==> src/rtl/alu_seq_if.sv <==
// Handshake bundle between register-file read and the sequential ALU.
// The master drives ops and accepts results; the slave is the ALU.
interface alu_seq_if #(
  parameter int unsigned WIDTH = 16
);
  logic             in_valid;
  logic             in_ready;
  logic [3:0]       op;
  logic [WIDTH-1:0] a;
  logic [WIDTH-1:0] b;
  logic             out_valid;
  logic             out_ready;
  logic [WIDTH-1:0] result;
  logic [4:0]       flags;

  modport master (
    output in_valid, op, a, b, out_ready,
    input  in_ready, out_valid, result, flags
  );

  modport slave (
    input  in_valid, op, a, b, out_ready,
    output in_ready, out_valid, result, flags
  );
endinterface

==> src/rtl/alu_seq.sv <==
// Multi-cycle ALU with a {Z,C,F,N,L} flag register, bit-serial shifts and a shift-add multiplier.
// One op per valid/ready handshake; results are held until the consumer takes them.
module alu_seq #(
  parameter int unsigned WIDTH   = 16,
  parameter int unsigned SHAMT_W = 4,
  parameter int unsigned MUL_EN  = 1
) (
  input logic      clk,
  input logic      rst_n,
  alu_seq_if.slave bus
);

  localparam int unsigned CntW = $clog2(WIDTH + 1);

  localparam logic [3:0] OpNop   = 4'h0;
  localparam logic [3:0] OpAnd   = 4'h1;
  localparam logic [3:0] OpOr    = 4'h2;
  localparam logic [3:0] OpXor   = 4'h3;
  localparam logic [3:0] OpNot   = 4'h4;
  localparam logic [3:0] OpAdd   = 4'h5;
  localparam logic [3:0] OpAddu  = 4'h6;
  localparam logic [3:0] OpAddc  = 4'h7;
  localparam logic [3:0] OpAddcu = 4'h8;
  localparam logic [3:0] OpSub   = 4'h9;
  localparam logic [3:0] OpMul   = 4'hA;
  localparam logic [3:0] OpCmp   = 4'hB;
  localparam logic [3:0] OpLsh   = 4'hC;
  localparam logic [3:0] OpRsh   = 4'hD;
  localparam logic [3:0] OpArsh  = 4'hE;
  localparam logic [3:0] OpCmpu  = 4'hF;

  typedef enum logic [1:0] {StIdle, StShift, StMul} state_e;

  state_e             state_q, state_d;
  logic [WIDTH-1:0]   result_q, result_d;
  logic [4:0]         flags_q, flags_d;
  logic               out_valid_q, out_valid_d;
  logic [WIDTH-1:0]   sh_q, sh_d;
  logic [3:0]         sop_q, sop_d;
  logic [CntW-1:0]    cnt_q, cnt_d;
  logic [2*WIDTH-1:0] acc_q, acc_d;
  logic [2*WIDTH-1:0] mcand_q, mcand_d;
  logic [WIDTH-1:0]   mplier_q, mplier_d;

  logic               in_ready, accept, is_shift, is_mul, is_nop;
  logic [SHAMT_W-1:0] shamt;
  logic               cin, fz, fc, ff, fn, fl;
  logic [WIDTH:0]     sum;
  logic [WIDTH-1:0]   diff, alu_res;
  logic [4:0]         alu_flags;
  logic [WIDTH-1:0]   sh_step;
  logic               sh_cout;
  logic [2*WIDTH-1:0] acc_step;

  assign shamt    = bus.b[SHAMT_W-1:0];
  assign is_shift = (bus.op == OpLsh) || (bus.op == OpRsh) || (bus.op == OpArsh);
  assign is_mul   = (bus.op == OpMul) && (MUL_EN != 0);
  assign is_nop   = (bus.op == OpNop) || (bus.op == OpMul);
  // Held low during reset so nothing is accepted while the flags are being cleared.
  assign in_ready = rst_n && (state_q == StIdle) && (!out_valid_q || bus.out_ready);
  assign accept   = bus.in_valid && in_ready;

  // Single-cycle ops, including shift by zero.
  always_comb begin
    cin  = ((bus.op == OpAddc) || (bus.op == OpAddcu)) ? flags_q[3] : 1'b0;
    sum  = {1'b0, bus.a} + {1'b0, bus.b} + {{WIDTH{1'b0}}, cin};
    diff = bus.a - bus.b;
    alu_res = '0;
    fc = 1'b0;
    ff = 1'b0;
    fn = 1'b0;
    fl = 1'b0;
    case (bus.op)
      OpAnd:          alu_res = bus.a & bus.b;
      OpOr:           alu_res = bus.a | bus.b;
      OpXor:          alu_res = bus.a ^ bus.b;
      OpNot:          alu_res = ~bus.a;
      OpAdd, OpAddc: begin
        alu_res = sum[WIDTH-1:0];
        ff = (bus.a[WIDTH-1] == bus.b[WIDTH-1]) && (alu_res[WIDTH-1] != bus.a[WIDTH-1]);
      end
      OpAddu, OpAddcu: begin
        alu_res = sum[WIDTH-1:0];
        fc = sum[WIDTH];
      end
      OpSub: begin
        alu_res = diff;
        ff = (bus.a[WIDTH-1] != bus.b[WIDTH-1]) && (diff[WIDTH-1] != bus.a[WIDTH-1]);
      end
      OpCmp:          fn = $signed(bus.a) < $signed(bus.b);
      OpCmpu:         fl = bus.a < bus.b;
      OpLsh, OpRsh, OpArsh: alu_res = bus.a;
      default:        alu_res = '0;
    endcase
    fz = ((bus.op == OpCmp) || (bus.op == OpCmpu)) ? (bus.a == bus.b) : (alu_res == '0);
    alu_flags = {fz, fc, ff, fn, fl};
  end

  always_comb begin
    sh_step = {sh_q[WIDTH-1], sh_q[WIDTH-1:1]};
    sh_cout = sh_q[0];
    case (sop_q)
      OpLsh: begin
        sh_step = {sh_q[WIDTH-2:0], 1'b0};
        sh_cout = sh_q[WIDTH-1];
      end
      OpRsh:   sh_step = {1'b0, sh_q[WIDTH-1:1]};
      default: sh_step = {sh_q[WIDTH-1], sh_q[WIDTH-1:1]};
    endcase
  end

  assign acc_step = acc_q + (mplier_q[0] ? mcand_q : '0);

  always_comb begin
    state_d = state_q;
    unique case (state_q)
      StIdle: begin
        if (accept && is_shift && (shamt != '0)) begin
          state_d = StShift;
        end else if (accept && is_mul) begin
          state_d = StMul;
        end
      end
      StShift: if (cnt_q == CntW'(1)) state_d = StIdle;
      StMul:   if (cnt_q == CntW'(1)) state_d = StIdle;
      default: state_d = StIdle;
    endcase
  end

  // Datapath and result/flag commit; the last iteration commits its own step result.
  always_comb begin
    result_d    = result_q;
    flags_d     = flags_q;
    out_valid_d = out_valid_q && !bus.out_ready;
    sh_d        = sh_q;
    sop_d       = sop_q;
    cnt_d       = cnt_q;
    acc_d       = acc_q;
    mcand_d     = mcand_q;
    mplier_d    = mplier_q;
    unique case (state_q)
      StIdle: begin
        if (accept) begin
          if (is_shift && (shamt != '0)) begin
            sh_d  = bus.a;
            sop_d = bus.op;
            cnt_d = CntW'(shamt);
          end else if (is_mul) begin
            acc_d    = '0;
            mcand_d  = {{WIDTH{1'b0}}, bus.a};
            mplier_d = bus.b;
            cnt_d    = CntW'(WIDTH);
          end else if (!is_nop) begin
            result_d    = alu_res;
            flags_d     = alu_flags;
            out_valid_d = 1'b1;
          end
        end
      end
      StShift: begin
        sh_d  = sh_step;
        cnt_d = cnt_q - CntW'(1);
        if (cnt_q == CntW'(1)) begin
          result_d    = sh_step;
          flags_d     = {sh_step == '0, sh_cout, 3'b000};
          out_valid_d = 1'b1;
        end
      end
      StMul: begin
        acc_d    = acc_step;
        mcand_d  = mcand_q << 1;
        mplier_d = mplier_q >> 1;
        cnt_d    = cnt_q - CntW'(1);
        if (cnt_q == CntW'(1)) begin
          result_d    = acc_step[WIDTH-1:0];
          flags_d     = {acc_step[WIDTH-1:0] == '0, acc_step[2*WIDTH-1:WIDTH] != '0, 3'b000};
          out_valid_d = 1'b1;
        end
      end
      default: ;
    endcase
  end

  always_ff @(posedge clk or negedge rst_n) begin
    if (!rst_n) begin
      state_q <= StIdle;
    end else begin
      state_q <= state_d;
    end
  end

  always_ff @(posedge clk or negedge rst_n) begin
    if (!rst_n) begin
      result_q    <= '0;
      flags_q     <= '0;
      out_valid_q <= 1'b0;
      sh_q        <= '0;
      sop_q       <= OpNop;
      cnt_q       <= '0;
      acc_q       <= '0;
      mcand_q     <= '0;
      mplier_q    <= '0;
    end else begin
      result_q    <= result_d;
      flags_q     <= flags_d;
      out_valid_q <= out_valid_d;
      sh_q        <= sh_d;
      sop_q       <= sop_d;
      cnt_q       <= cnt_d;
      acc_q       <= acc_d;
      mcand_q     <= mcand_d;
      mplier_q    <= mplier_d;
    end
  end

  assign bus.in_ready  = in_ready;
  assign bus.out_valid = out_valid_q;
  assign bus.result    = result_q;
  assign bus.flags     = flags_q;

endmodule

==> src/flat_wrapper.sv <==
// flat-port wrapper written by rule: the top's interface ports become plain ports
module alu_seq_flat 
#(
  parameter int unsigned WIDTH   = 16,
  parameter int unsigned SHAMT_W = 4,
  parameter int unsigned MUL_EN  = 1
)
  (clk, rst_n, bus_in_valid, bus_op, bus_a, bus_b, bus_out_ready, bus_in_ready, bus_out_valid, bus_result, bus_flags);
  alu_seq_if #(.WIDTH(WIDTH)) bus_i ();
  input logic clk;
  input logic rst_n;
  input wire logic [$bits(bus_i.in_valid)-1:0] bus_in_valid;
  input wire logic [$bits(bus_i.op)-1:0] bus_op;
  input wire logic [$bits(bus_i.a)-1:0] bus_a;
  input wire logic [$bits(bus_i.b)-1:0] bus_b;
  input wire logic [$bits(bus_i.out_ready)-1:0] bus_out_ready;
  output wire logic [$bits(bus_i.in_ready)-1:0] bus_in_ready;
  output wire logic [$bits(bus_i.out_valid)-1:0] bus_out_valid;
  output wire logic [$bits(bus_i.result)-1:0] bus_result;
  output wire logic [$bits(bus_i.flags)-1:0] bus_flags;
  assign bus_i.in_valid = bus_in_valid;
  assign bus_i.op = bus_op;
  assign bus_i.a = bus_a;
  assign bus_i.b = bus_b;
  assign bus_i.out_ready = bus_out_ready;
  assign bus_in_ready = bus_i.in_ready;
  assign bus_out_valid = bus_i.out_valid;
  assign bus_result = bus_i.result;
  assign bus_flags = bus_i.flags;
  alu_seq #(.WIDTH(WIDTH), .SHAMT_W(SHAMT_W), .MUL_EN(MUL_EN)) u_core (.clk(clk), .rst_n(rst_n), .bus(bus_i));
endmodule
==> config.mk <==
export PLATFORM = sky130hd
export DESIGN_NAME = alu_seq_flat
export DESIGN_NICKNAME = d
export VERILOG_FILES = /design/src/rtl/alu_seq_if.sv /design/src/rtl/alu_seq.sv /design/src/flat_wrapper.sv
export SDC_FILE = /design/constraint.sdc
export NUM_CORES = 1
export LEC_CHECK = 0
export CAP_MARGIN = 20
export CORE_MARGIN = 2
export CORE_UTILIZATION = 63
export CTS_CLUSTER_DIAMETER = 50
export DETAILED_ROUTE_END_ITERATION = 10
export GPL_ROUTABILITY_DRIVEN = 1
export PLACE_DENSITY = 0.8
export RECOVER_POWER = 50
export SLEW_MARGIN = 30
export SYNTH_ARGS = -nofsm -noshare
export SYNTH_HDL_FRONTEND = slang
export SYNTH_SLANG_ARGS = --single-unit
==> constraint.sdc <==
create_clock -name clk -period 7.1 [get_ports clk]
set_input_delay 2.13 -clock clk [delete_from_list [all_inputs] [get_ports clk]]
set_output_delay 2.13 -clock clk [all_outputs]
set_load 0.05 [all_outputs]
==> impl_results.md, run 1 <==
* Status: finished with violations
* Failing checks: max-capacitance violations, max-slew violations
* CTS Buffer Depth at 2
* Register bit total from synthesis at 129
* Vias in the first global route at 10700
* Worst r2r src: u_core.mplier_q[0]
* Final Hold Fails at 0
* Fin Setup TNS at 0 ns
* IO Port Bufs at 62
* Combinational power share at 50.0%
* CP Depth at 14
* Max stage delay on crit path at 0.63 ns
* Resized cells post-CTS at 0
* TritonCTS Buffers at 17
* Initial antenna violation count at 0
* Worst Slack Setup Final at 1.08 ns
* R2R cell count at 11
* Cell type with the largest total area after synthesis: dfrtp_1
* Vias at 11300
* Synth top area cells: dfrtp_1 (29%), ha_1 (9.5%), o21ai_0 (7.7%)
* Flop pwr share at 29.3%
* Starting DRT DRC Count at 1428
* Leak Pwr at 5.57 nW
* Endpoint, Worst Hold: u_core.bus.result[9]
* Synth top area share at 28.8%
* Mapped Nets at 1551
* GRT met1 Usage at 51.7%
* Slowest stage cell, crit path: nor4b_1
* Final Critical Period at 6.02 ns
* DPL Wire Length at 27300 µm
* Post-layout nets at 1565
* Router iterations before antenna repair at 8
* Clock transition at path regs at 0.06 ns
* Clock root cell: clkbuf_16
* Critical Path RT at 7.43 ns
* Clock Sinks at 129
* Slew @ Worst Pin at 1.96 ns
* Worst path cell trace: clkdlybuf4s50_1 -> nor4b_1 -> o21ai_0 -> fa_1 -> fa_1 -> nor2b_1 -> o2111ai_1 -> a31oi_1 -> nand3_1 -> nand3_1 -> nor2_1 -> or3_1 -> or3_1 -> o31ai_2
* Mapped cell area at 11200 µm²
* Worst path top cell family by delay: simple AND/OR/NAND/NOR gates
* Worst vdd rail ir drop at 0.000284 V
* Worst-skew pair later-pin latency at 0.43 ns
* Post-synth ARST share at 100%
* Routed vias/inst at 6.77
* GRT Residual Overflow at 0
* CP Capture Type: register
* Diodes inserted at 0
* Sw frac at 46.8%
* WHS Path Cells at 1
* Met3 track demand over resource at 8.83%
* Worst hold start: u_core.bus.result[9]
* Distinct cells, synth at 81
* Slew Viols, Final at 80
* Count of final setup violators at 0
* Routability Congestion at 1.03
* Data arrival, critical path at 6.35 ns
* Synth cell count leaders: nand2_1 (217), o21ai_0 (173), dfrtp_1 (129)
* Unrepaired setup endpoints after global routing: false
* Max-Cap Viols at 1
* TritonCTS clock tree: yes
* Global-route wire length before repair at 57200 µm
* Fraction of layout cells with a size suffix above 1 at 6.56%
* Buf/Inv on CP at 1
* Layout area overhead at 12.1%
* Initial core utilization at 64.6%
* Rel. slew slack at -30.4%
* Sw power at 0.00192 W
* Post-synth EDFFs at 0
* ANT nets after route at 0
* Die width at 137 µm
* Post-route DRC at 0
* Rows at 48
* Clock power share at 20.8%
* Class of the worst hold path: reg2reg
* WL final at 36800 µm
* Top_reg_cell synth: dfrtp_1
* Maximum level of the CTS H-tree at 4
* Int Power at 0.00218 W
* # IOs at 63
* Setup bufs post-CTS at 0
* Count leader, synth: nand2_1
* Cts hold-fix bufs at 0
* Synthesized instance count at 1422
* Synth Warn # at 0
* Fmax at 166 MHz
* Global route hottest layer: met2
* Worst Clk Skew at 0.0153 ns
* Die H at 137 µm
* Place WS at 0.779 ns
* Power per standard cell area at 327 nW/µm²
* Area of the core at 17400 µm²
* Max FO, Critical Path at 5
* M2 GR Usage at 62.7%
* Syn avg cell area at 7.88 µm²
* Final period util at 84.8%
* Critical Path Start Type: primary input
* Sequential share of the synthesized area at 28.8%
* Final Util at 72.4%
* R2R setup slack at 2.76 ns
* Die area at 18900 µm²
* Largest net degree at the start of global routing at 80
* R2R Path End: u_core.bus.flags[3]
* Kind of critical path: in2reg
* Global Route Usage Sum at 39.3%
* WL/cell at 22.0 µm
area by class of cell:
class,instances,area (µm²)
clock buffer,19,443
clock inverter,12,111
fill,1399,4790
inverter,62,233
multi-input combinational,1141,7450
sequential,129,3230
tap,225,282
timing repair buffer,85,817
cells by family (layout without fill, tap and decap cells):
group	count (synthesis)	after routing	synth area share, %
AO/OA/AOI/OAI	465	465	26.5
XOR/XNOR	26	26	2.03
adder cells (fa/ha/maj)	89	89	10.2
buffers and inverters	152	178	5.22
flip-flops	129	129	28.8
multiplexers	62	62	5.70
AND/OR/NAND/NOR	499	499	21.6
placed cells by master (no fill, tap or decap), types with 12 or more instances in the layout:
master | netlist | layout
a211oi_1 | 16 | 16
a21o_1 | 21 | 21
a21oi_1 | 88 | 85
a22o_1 | 13 | 13
and2_1 | 38 | 38
buf_4 | 0 | 20
clkbuf_16 | 0 | 17
clkdlybuf4s50_1 | 0 | 51
dfrtp_1 | 129 | 129
ha_1 | 85 | 84
inv_1 | 62 | 62
mux2_2 | 12 | 12
mux2i_1 | 49 | 49
nand2_1 | 217 | 217
nand2b_1 | 12 | 12
nand3_1 | 26 | 26
nand4_1 | 18 | 18
nor2_1 | 69 | 69
nor2b_1 | 15 | 15
nor3_1 | 32 | 32
o211ai_1 | 27 | 27
o21ai_0 | 173 | 173
xnor2_1 | 14 | 14
xor2_1 | 12 | 12
flip-flops by register name, indices dropped and copies added, names as in the netlist, 4 cells and up:
signal             cells
u_core.mcand_q        32
u_core.sh_q           16
u_core.bus.flags       5
u_core.bus.result     16
u_core.acc_q          32
u_core.sop_q           4
u_core.mplier_q       16
u_core.cnt_q           5
worst max-delay path by stage:
stage,to,startpoint,slack [ns]
5_1_grt,u_core.bus.flags[4],bus_op[0],0.86
3_5_place_dp,u_core.bus.flags[4],bus_op[0],0.78
3_3_place_gp,u_core.bus.flags[4],bus_op[0],0.91
6_report,u_core.bus.flags[4],bus_op[0],1.08
4_1_cts,u_core.bus.flags[4],bus_op[0],1.20
2_1_floorplan,u_core.bus.flags[4],bus_op[1],1.74
power by group through the flow:
stage | Clock (W) | Sequential, W | Combinational [W]
detailed placement | 0 | 0.00120 | 0.00199
floorplan | 0 | 0.00129 | 0.00126
finish | 0.000852 | 0.00120 | 0.00205
global route | 0.000883 | 0.00122 | 0.00222
global placement | 0 | 0.00119 | 0.00194
CTS | 0.000852 | 0.00119 | 0.00200
routing by layer:
layer / vias up / wire [µm]
met2: 623 / 16900
met4: 0 / 1580
met3: 139 / 3360
met1: 5382 / 14900
met5: - / 0
li1: 5189 / -
per-stage QoR:
step                hold slack [ns]  std cells  instance area, µm²  power, W
finish                        0.469       1673               12600   0.00411
global route                  0.500       1673               12600   0.00432
CTS                           0.477       1672               12600   0.00405
detailed placement            0.465       1641               12000   0.00320
global placement              0.455       1641               12000   0.00314
floorplan                     0.440       1422               11200   0.00255
worst register-to-register path, stage by stage (launching register included):
cell       delay (ns)
dfrtp_1          0.97
and2_1           0.29
ha_1             0.30
a21oi_1          0.29
o21ai_0          0.17
a2111oi_0        0.79
a21oi_1          0.26
a31oi_1          0.26
xor2_1           0.26
o21ai_0          0.20
nor4_1           0.32
a21oi_1          0.12
Note: power is estimated with default switching activity, not from simulation.
==> run 2, diff against run 1 <==
- CORE_UTILIZATION: 63 -> 56
- PLACE_DENSITY: 0.8 -> 0.75
- clock period: 7.1 -> 5 ns (I/O delays scaled with it)
==> impl_results.md, run 2 (same netlist as run 1, synthesis figures left out) <==
* Global Route Usage Sum at 34.9% (was 39.3%)
* Fillers at 1708 (was 1399)
* Multi-input logic area at 7470 µm² (was 7450 µm²)
* Vias in the first global route at 10900 (was 10700)
* Final Hold Fails at 0 (unchanged)
* R2R Path End: u_core.bus.flags[3] (unchanged)
* Worst hold start: u_core.sop_q[2] (was u_core.bus.result[9])
* Data arrival, critical path at 5.06 ns (was 6.35 ns)
* Unrepaired setup endpoints after global routing: false (unchanged)
* Critical Path RT at 5.33 ns (was 7.43 ns)
* Largest net degree at the start of global routing at 93 (was 80)
* Fmax at 211 MHz
* Slew Viols, Final at 131 (was 80)
* WL/cell at 21.0 µm (was 22.0 µm)
* # IOs at 63 (unchanged)
* Status: finished with violations (unchanged)
* Layout area overhead at 18.1% (was 12.1%)
* Diodes inserted at 0 (unchanged)
* Routability Congestion at 1.04 (was 1.03)
* Clock transition at path regs at 0.06 ns (about the same)
* Slowest stage cell, crit path: fa_1 (was nor4b_1)
* Slew @ Worst Pin at 1.67 ns (was 1.96 ns)
* Final period util at 94.6%
* Clock root cell: clkbuf_16 (unchanged)
* Initial core utilization at 57.4% (was 64.6%)
* Area of the core at 19500 µm² (was 17400 µm²)
* Initial antenna violation count at 0 (unchanged)
* Die H at 145 µm (was 137 µm)
* Vias at 11400 (was 11300)
* WL final at 37500 µm (was 36800 µm)
* Router iterations before antenna repair at 6 (was 8)
* Max-Cap Viols at 2 (was 1)
* Finished Layout Cells at 1789 (was 1673)
* Worst path cell trace: clkdlybuf4s50_1 -> nor4b_2 -> o21ai_0 -> fa_1 -> fa_2 -> nor2b_2 -> o2111ai_2 -> a31oi_2 -> nand3_1 -> nand3_1 -> nor2_1 -> or3_1 -> or3_1 -> o31ai_2 (was clkdlybuf4s50_1 -> nor4b_1 -> o21ai_0 -> fa_1 -> fa_1 -> nor2b_1 -> o2111ai_1 -> a31oi_1 -> nand3_1 -> nand3_1 -> nor2_1 -> or3_1 -> or3_1 -> o31ai_2)
* Fin Setup TNS at 0 ns (unchanged)
* R2R setup slack at 0.85 ns (was 2.76 ns)
* Fraction of layout cells with a size suffix above 1 at 11.6% (was 6.56%)
* IO Port Bufs at 62 (unchanged)
* GRT Residual Overflow at 0 (unchanged)
* Global-route wire length before repair at 58800 µm (was 57200 µm)
* Clock Sinks at 129 (unchanged)
* Rows at 51 (was 48)
* Max stage delay on crit path at 0.44 ns (was 0.63 ns)
* CP startpoint: bus_op[0] (unchanged)
* Die width at 145 µm (was 137 µm)
* Power per standard cell area at 457 nW/µm² (was 327 nW/µm²)
* Resized cells post-CTS at 0 (unchanged)
* R2R cell count at 12 (was 11)
* Placed inst area at 12600 µm² (was 12000 µm²)
* Worst-skew pair later-pin latency at 0.43 ns (about the same)
* CP Capture Type: register (unchanged)
* Leak Pwr at 5.94 nW (was 5.57 nW)
* Count of final setup violators at 0 (unchanged)
* Failing checks: max-capacitance violations, max-slew violations (unchanged)
* DPL Wire Length at 28100 µm (was 27300 µm)
* Commonest cells after routing, fill and taps aside: nand2_1 (217), o21ai_0 (173), dfrtp_1 (129) (unchanged)
* Final Cell Area at 13200 µm² (was 12600 µm²)
* Pwr Total at 0.00605 W (was 0.00411 W)
* Maximum level of the CTS H-tree at 4 (unchanged)
* Post-layout nets at 1640 (was 1565)
* Commonest non-fill, non-tap cell in the layout: nand2_1 (unchanged)
* Max FO, Critical Path at 3 (was 5)
* CP endpoint: u_core.bus.flags[4] (unchanged)
* Post-route DRC at 0 (unchanged)
* Setup bufs post-CTS at 0 (unchanged)
* Final Critical Period at 4.73 ns
* ANT nets after route at 0 (unchanged)
* Placed Cells at 1757 (was 1641)
* CP Depth at 14 (unchanged)
* Class of the worst hold path: reg2reg (unchanged)
* Worst path top cell family by delay: simple AND/OR/NAND/NOR gates (unchanged)
* Worst vdd rail ir drop at 0.000278 V (was 0.000284 V)
* Critical Path Start Type: primary input (unchanged)
* Worst Clk Skew at 0.0101 ns (was 0.0153 ns)
* Rel. slew slack at -11.4% (was -30.4%)
* Starting DRT DRC Count at 952 (was 1428)
* Kind of critical path: in2reg (unchanged)
* Routed vias/inst at 6.37 (was 6.77)
* Regs by FF count: u_core.acc_q: 32 flops, u_core.mcand_q: 32 flops (unchanged)
* Worst r2r src: u_core.mplier_q[0] (unchanged)
* TritonCTS Buffers at 17 (unchanged)
* Cts hold-fix bufs at 0 (unchanged)
* Die area at 21200 µm² (was 18900 µm²)
* CTS Buffer Depth at 2 (unchanged)
* Buf/Inv on CP at 1 (unchanged)
* TritonCTS clock tree: yes (unchanged)
* Storage element area at 3230 µm² (unchanged)
==> run 2: changes by cell type in the layout (fill, tap and decap cells not counted), moves of 2 or more <==
cell             previous run  this run
clkinv_2                    4         0
buf_4                      20        96
clkinvlp_4                  2         6
bufinv_16                   1         3
clkdlybuf4s50_1            51        49
clkinv_4                    3         0
clkbuf_8                    1         3
a31oi_1                     8         6
a31oi_2                     0         2
==> run 2: layout make-up <==
class,count,area share (%)
clock buffers,21,3.55
repair buffers,160,10.2
well taps,265,2.50
flip-flops and latches,129,24.4
inverters,62,1.76
multi-input cells,1141,56.4
clock inverters,11,1.15
==> run 2: worst min path at each step <==
stage / depth (start not counted) / slack (ns) / end
after global routing: 1 / 0.49 / u_core.sop_q[3]
final: 1 / 0.47 / u_core.sop_q[2]
after floorplan: 1 / 0.44 / u_core.sop_q[3]
after CTS: 1 / 0.47 / u_core.sop_q[2]
after global placement: 1 / 0.45 / u_core.sop_q[2]
after detailed placement: 1 / 0.46 / u_core.sop_q[2]
==> run 2: worst reg2reg max path, stage by stage (launching register included) <==
cell and delay, ns:
dfrtp_1 0.60, buf_4 0.30, and2_1 0.17, ha_1 0.30, a21oi_1 0.32, o211ai_1 0.15
a2111oi_0 0.40, nor3_1 0.19, a221oi_2 0.58, o211ai_1 0.21, xor2_1 0.19, nor4_1 0.48
a21oi_1 0.13
==> run 2: report_power, final <==
group	internal (W)	switching [W]	leakage, nW	total, W
Clock	0.000828	0.000521	0.285	0.00135
Sequential	0.00140	0.000294	1.69	0.00169
Combinational	0.00108	0.00194	3.97	0.00301
Total	0.00330	0.00275	5.94	0.00605
==> run 2: stage by stage <==
step | util [%] | setup WS [ns] | hold WS [ns]
detailed placement | 64.5 | -0.323 | 0.459
finish | 67.8 | 0.269 | 0.468
global route | 67.8 | 0.0648 | 0.486
CTS | 67.7 | 0.0933 | 0.471
floorplan | - | 0.266 | 0.440
global placement | 64.5 | -0.186 | 0.452
==> run 2: layer usage <==
layer | global-route usage [%] | share of wire, % | vias up
met5 | 0 | 0 | -
met4 | 15.8 | 4.9 | 0
met3 | 5.20 | 7.1 | 133
met2 | 59.0 | 48 | 533
met1 | 44.5 | 40 | 5387
li1 | - | - | 5341
==> run 3, diff against run 2 <==
- CAP_MARGIN: 20 -> 10
==> results of run 3 <==
The final DEF is identical to that of run 2; final timing and power are the same.
